`src/rtl/serial_add_sub.sv`:
```
// serial_add_sub: bit-serial WIDTH-bit adder/subtractor.
// A single one-bit full-add stage with a registered carry processes one
// operand bit per clock, LSB first. Subtraction is a + ~b + 1: operand B is
// inverted on load and the carry register is seeded with 1.
// Optional feature: define SERIAL_ADD_SUB_ZERO_FLAG_EN to add the 'zero'
// result flag output.
module serial_add_sub #(
  parameter int WIDTH = 8
) (
  input  logic             clk,
  input  logic             rst,
  input  logic             start,
  input  logic             mode,
  input  logic [WIDTH-1:0] a,
  input  logic [WIDTH-1:0] b,
  output logic             ready,
  output logic             busy,
  output logic             done,
  output logic [WIDTH-1:0] result,
  output logic             carry_out,
  output logic             overflow
`ifdef SERIAL_ADD_SUB_ZERO_FLAG_EN
  ,
  output logic             zero
`endif
);

  localparam int CW = (WIDTH > 2) ? $clog2(WIDTH) : 1;
  localparam logic [CW-1:0] LAST_BIT = CW'(WIDTH - 1);
  localparam logic [CW-1:0] MSB_CIN_BIT = CW'(WIDTH - 2);

  typedef enum logic [1:0] {
    S_IDLE,
    S_RUN,
    S_DONE
  } state_t;

  state_t           r_state;
  logic             r_ready;
  logic             r_busy;
  logic             r_done;
  logic [WIDTH-1:0] r_sa;
  logic [WIDTH-1:0] r_sb;
  logic [WIDTH-1:0] r_acc;
  logic [WIDTH-1:0] r_result;
  logic [CW-1:0]    r_cnt;
  logic             r_c;
  logic             r_cmsb;
  logic             r_carry_out;
  logic             r_overflow;
`ifdef SERIAL_ADD_SUB_ZERO_FLAG_EN
  logic             r_zacc;
  logic             r_zero;
`endif

  logic             w_s;
  logic             w_cn;
  logic             w_accept;
  logic [WIDTH-1:0] w_acc_next;

  // One-bit full-add stage on the current LSBs of the operand shifters.
  assign w_s        = r_sa[0] ^ r_sb[0] ^ r_c;
  assign w_cn       = (r_sa[0] & r_sb[0]) | (r_sa[0] & r_c) | (r_sb[0] & r_c);
  assign w_accept   = start & r_ready;
  // New sum bit enters at the MSB; after WIDTH shifts bit 0 sits at the LSB.
  assign w_acc_next = WIDTH'({w_s, r_acc} >> 1);

  // Control FSM, operand/result shifters and registered flags.
  always_ff @(posedge clk) begin
    if (rst) begin
      r_state     <= S_IDLE;
      r_ready     <= 1'b1;
      r_busy      <= 1'b0;
      r_done      <= 1'b0;
      r_sa        <= '0;
      r_sb        <= '0;
      r_acc       <= '0;
      r_result    <= '0;
      r_cnt       <= '0;
      r_c         <= 1'b0;
      r_cmsb      <= 1'b0;
      r_carry_out <= 1'b0;
      r_overflow  <= 1'b0;
`ifdef SERIAL_ADD_SUB_ZERO_FLAG_EN
      r_zacc      <= 1'b0;
      r_zero      <= 1'b0;
`endif
    end else begin
      r_done <= 1'b0;
      if (w_accept) begin
        // Accept from IDLE or back-to-back from DONE.
        r_state <= S_RUN;
        r_ready <= 1'b0;
        r_busy  <= 1'b1;
        r_sa    <= a;
        r_sb    <= b ^ {WIDTH{mode}};
        r_c     <= mode;
        r_cnt   <= '0;
        r_acc   <= '0;
        r_cmsb  <= 1'b0;
`ifdef SERIAL_ADD_SUB_ZERO_FLAG_EN
        r_zacc  <= 1'b0;
`endif
      end else begin
        case (r_state)
          S_RUN: begin
            r_sa  <= r_sa >> 1;
            r_sb  <= r_sb >> 1;
            r_acc <= w_acc_next;
            r_c   <= w_cn;
            r_cnt <= r_cnt + CW'(1);
`ifdef SERIAL_ADD_SUB_ZERO_FLAG_EN
            r_zacc <= r_zacc | w_s;
`endif
            // Carry into the MSB position, needed for signed overflow.
            if (r_cnt == MSB_CIN_BIT) begin
              r_cmsb <= w_cn;
            end
            if (r_cnt == LAST_BIT) begin
              r_result    <= w_acc_next;
              r_carry_out <= w_cn;
              r_overflow  <= r_cmsb ^ w_cn;
`ifdef SERIAL_ADD_SUB_ZERO_FLAG_EN
              r_zero      <= ~(r_zacc | w_s);
`endif
              r_state     <= S_DONE;
              r_done      <= 1'b1;
              r_ready     <= 1'b1;
              r_busy      <= 1'b0;
            end
          end
          S_DONE: begin
            r_state <= S_IDLE;
          end
          S_IDLE: begin
          end
          default: begin
            r_state <= S_IDLE;
            r_ready <= 1'b1;
            r_busy  <= 1'b0;
          end
        endcase
      end
    end
  end

  assign ready     = r_ready;
  assign busy      = r_busy;
  assign done      = r_done;
  assign result    = r_result;
  assign carry_out = r_carry_out;
  assign overflow  = r_overflow;
`ifdef SERIAL_ADD_SUB_ZERO_FLAG_EN
  assign zero      = r_zero;
`endif

endmodule

```
`config.mk`:
```
export PLATFORM = sky130hd
export DESIGN_NAME = serial_add_sub
export DESIGN_NICKNAME = d
export VERILOG_FILES = /design/src/rtl/serial_add_sub.sv
export SDC_FILE = /design/constraint.sdc
export NUM_CORES = 1
export LEC_CHECK = 0
export ABC_AREA = 1
export CAP_MARGIN = 20
export CELL_PAD_IN_SITES_DETAIL_PLACEMENT = 2
export CELL_PAD_IN_SITES_GLOBAL_PLACEMENT = 2
export CORE_ASPECT_RATIO = 2
export CORE_MARGIN = 2
export CORE_UTILIZATION = 29
export DETAILED_ROUTE_END_ITERATION = 10
export PLACE_DENSITY = 0.84
export SLEW_MARGIN = 20
export SYNTH_ARGS = -nofsm -noshare
export SYNTH_HDL_FRONTEND = slang
export SYNTH_SLANG_ARGS = --single-unit
export TNS_END_PERCENT = 50
```
`constraint.sdc`:
```
create_clock -name clk -period 1.6 [get_ports clk]
set_input_delay 0.32 -clock clk [delete_from_list [all_inputs] [get_ports clk]]
set_output_delay 0.32 -clock clk [all_outputs]
set_load 0.02 [all_outputs]
```
Word-level counts from Yosys, hierarchy flattened:

Cells that the tools add are included.

* add/subtract/negate cells: 1
* reductions and logical operators: 10
* mux-type cells: 16
* equal/unequal tests: 8
* bitwise logic cells: 13

Operators by type and width (number)
* 2-to-1 mux 8 bit: 4
* 2-to-1 mux 1 bit: 8
* AND reduction 2 bit: 4
* bitwise XOR 8 bit: 1
* equality test 3 bit, second input constant: 2
* AND 1 bit: 4
* inequality test 2 bit, second input constant: 2
* case mux 1 bit (2 select lines): 2
* case mux 2 bit (2 select lines): 1
* OR reduction 2 bit: 2
* adder 3 x 1 -> 3 bit, second input constant: 1
* inequality test 3 bit, second input constant: 1
* inverter 1 bit: 3
* AND reduction 3 bit: 1
* OR reduction 3 bit: 1
* bitwise XOR 1 bit: 3
* equality test 2 x 1 -> 1 bit, second input constant: 1
* equality test 2 bit, second input constant: 1
* logical NOT 2 bit: 1
* 2-to-1 mux 2 bit: 1
* inequality test 2 x 1 -> 1 bit, second input constant: 1
* OR 1 bit: 2
* nonzero test 2 bit: 1

* output and inout port bits: 13
* flip-flop bits (word level): 44

Logic depth before layout (Yosys ltp):

* depth after elaboration: 5
* gate-level depth with buffers: 7

Worst setup path after synthesis:

OpenSTA, ideal clock, no wires.

* kind: register to register
* from: register r_cnt[0]
* to: register r_busy, in the netlist busy
* arrival: 1.149 ns
* clock period less this slack: 1.219 ns
* required time: 1.530 ns
* stages on the path, launching flop included: 8
* setup time: 0.070 ns
* path slack: 0.381 ns
* path through: dfxtp_1 > ha_1 > ha_1 > inv_1 > nand2_1 > o21ai_0 > nand2_1 > a21oi_1

* cells in the longest elaborated chain, start to end: 3

RTL lines
* start: declaration: line 46 `logic [CW-1:0] r_cnt;`
* start signal: assignment: line 111 `r_cnt <= r_cnt + CW'(1);`
* equality test 3 bit: line 119 `if (r_cnt == LAST_BIT) begin`
* inequality test 3 bit (no line)
* AND reduction 2 bit (no line)
* end signal: assignment: line 94 `r_busy <= 1'b1;`
* end signal: assignment: line 129 `r_busy <= 1'b0;`
* end signal: assignment: line 140 `r_busy <= 1'b0;`
* end: declaration: line 40 `logic r_busy;`

Every way passes these cells.
A chain may end at the register's enable or synchronous reset.

Worst setup path in the final report:

* from: register r_carry_out, in the netlist carry_out
* to: output carry_out

RTL lines
* start: declaration: line 49 `logic r_carry_out;`
* start signal: assignment: line 121 `r_carry_out <= w_cn;`
* end: declaration: line 20 `output logic carry_out,`

No word-level cell between the ends.

==> out/qor.yml <==
power_and_ir_drop:
  vdd_drop_max_mv: 0.420
  p_total_uw: 2750
  leakagePower_uw: 0.00103
  power_density_mw_per_mm2: 1080
floorplan:
  start_util: 0.301
  die_area_sq_mm: 0.00697
  dieHeight_microns: 116
  die_w_microns: 60.0
  pin_count: 33
  rows: 40
  core_area_sq_mm: 0.00606
logic_synthesis:
  yosysMostFrequentCell: "nand2_1"
  synth_seq_cells: 43
  synth_common_cells: "nand2_1, dfxtp_1, nor2_1"
  seq_area_frac_synth: 0.473
  synth_nets: 272
  synthArstFlopShare: 0
  synthTopCellsByArea: "dfxtp_1, nand2_1, nor2_1"
  synth_cell_types: 23
  synth_top_cell_by_area: "dfxtp_1"
  synth_top_area_frac: 0.473
  ys.flop_type: "dfxtp_1"
  synth_cells: 248
  synth_edf_count: 0
  syn_area_per_cell_sq_um: 7.35
  synth_warnings: 0
  synth.cell_area_sq_mm: 0.00182
global_routing:
  grt_overflow: 0
  grt_pass1_wl_microns: 9670
  antenna_found_initial: 0
  grt_max_degree: 22
  grt_pass1_vias: 2034
  track_usage: 0.191
drt:
  drt-wirelength-per-cell_microns: 15.6
  drt_iter0_markers: 50
  remaining_drc_errors: 0
  ant_nets: 0
  wirelength_microns: 5910
  vias: 1801
  drt-pass1-iter-count: 4
  viasPerCell: 4.74
sta:
  fin_crit_ns: 1.56
  layout_setup_ws_ns: 0.0405
  worst_pin_slew_ns: 0.307
  final.period_utilization: 0.975
  setup_tns_ns: 0
  final_hold_viol_count: 0
  rsz0062_at_grt: "no"
  slew_headroom: 0.795
  drv_slew: 0
  setup_viol: 0
  fmax_ghz: 0.641
  clock_skew_ns: 0.00318
place:
  dp.final_hpwl_microns: 4400
  post-place-ws_ns: -0.0995
  gp_congestion: 0.695
  dp.cells: 372
  io_buffers: 32
critical_path:
  required_ns: 1.28
  cp_cell_sequence: "clkdlybuf4s50_1"
  cp_slowest_cell: "clkdlybuf4s50_1"
  cp_max_fo: 2
  crit_type: "reg2out"
  end_kind: "output pin"
  cp.arrival_ns: 1.24
  cpPeakStageDelay_ns: 0.61
  crit_family: "buffers and inverters"
  crit_buf_inv: 1
  start_kind: "flop"
cts:
  htreeDepth: 2
  cts_tree: "yes"
  cts-root-buf: "clkbuf_16"
  clkTransAtPathRegs_ns: 0.06
  numCtsBuffers: 5
  clkLatencyLatePin_ns: 0.29
  post_cts_buffers: 0
  clock_path_buffers: 2
  clock_sinks: 43
min_path:
  holdCritPathClass: "reg2reg"
cells_and_area:
  nets: 319
  insertedDiodeCount: 0
  fin_cells: 380
  area_delta_synth_final_pct: 39.8
  drive_gt1_frac: 0.125
job:
  maxCapViolCount: 0
outcome:
  outcome: "completed"
[cell usage in the layout (no fill, tap or decap), types with 4 or more instances in the layout]
master           instances
clkdlybuf4s50_1         29
nand3_1                  9
a21oi_1                 24
buf_4                   18
o21ai_0                  8
clkbuf_16                5
nor2_1                  36
nand2_1                 76
inv_1                    9
dfxtp_1                 43
a31oi_1                  7
inv_2                    4
[final timing paths]
kind | startpoint | to | slack [ns] | cells after the start
hold reg to reg | r_sb[7] | r_sb[7] | 0.48 | 2
setup / recovery | carry_out | carry_out | 0.04 | 1
hold / removal | r_sb[7] | r_sb[7] | 0.48 | 2
setup reg to reg | r_cnt[1] | result[7] | 0.09 | 6
[cells by family (layout without fill, tap and decap cells)]
group | count (synthesis) | after routing | share of synthesized area
XOR/XNOR | 4 | 4 | 0.0192
flip-flops | 43 | 43 | 0.473
buffers and inverters | 26 | 74 | 0.0666
AND/OR/NAND/NOR | 126 | 126 | 0.277
adder cells (fa/ha/maj) | 4 | 4 | 0.0316
AO/OA/AOI/OAI | 45 | 45 | 0.133
[what timing repair did]
action / in CTS / in global routing
setup endpoints to repair: 1 / 5
resized for setup: 1 / 5
hold buffers: 0 / 0
[per-layer routing]
layer,vias to the layer above,share of wire,GRT usage
met4,0,0.019,0.0756
li1,887,-,-
met5,-,0,0
met3,7,0.024,0.0432
met2,32,0.62,0.392
met1,875,0.34,0.163
[state kept, by name, summed over array words and instances (netlist names), 2 cells and up]
register	count
result	8
r_acc	7
r_cnt	3
r_state	2
r_sa	8
r_sb	8
[tightest hold or removal path: stages, from the launching register on]
cell	delay [ns]
dfxtp_1	0.31
nand2_1	0.06
a21oi_1	0.06
[layout make-up]
cell class | instances | area (sq um)
clock buffer | 6 | 139
fill | 700 | 3510
tap | 84 | 105
inverter | 13 | 48.8
multi-input combinational | 179 | 840
clock inverter | 2 | 35.0
timing repair buffer | 53 | 519
sequential | 43 | 861
[per-stage QoR]
| stage | util | hold slack [ns] | instance area, sq um |
|---|---|---|---|
| finish | 0.421 | 0.476 | 2550 |
| global route | 0.421 | 0.498 | 2550 |
| CTS | 0.420 | 0.481 | 2540 |
| detailed placement | 0.391 | 0.467 | 2370 |
| global placement | 0.391 | 0.455 | 2370 |
| floorplan | - | 0.404 | 1820 |
[power breakdown]
part	internal [uW]	leakage, uW	switching (uW)	total [uW]
clock network	776	0.0000868	432	1210
logic	173	0.000597	216	388
registers	1120	0.000350	32.1	1150
total	2070	0.00103	680	2750
Note: power is estimated with default switching activity, not from simulation.
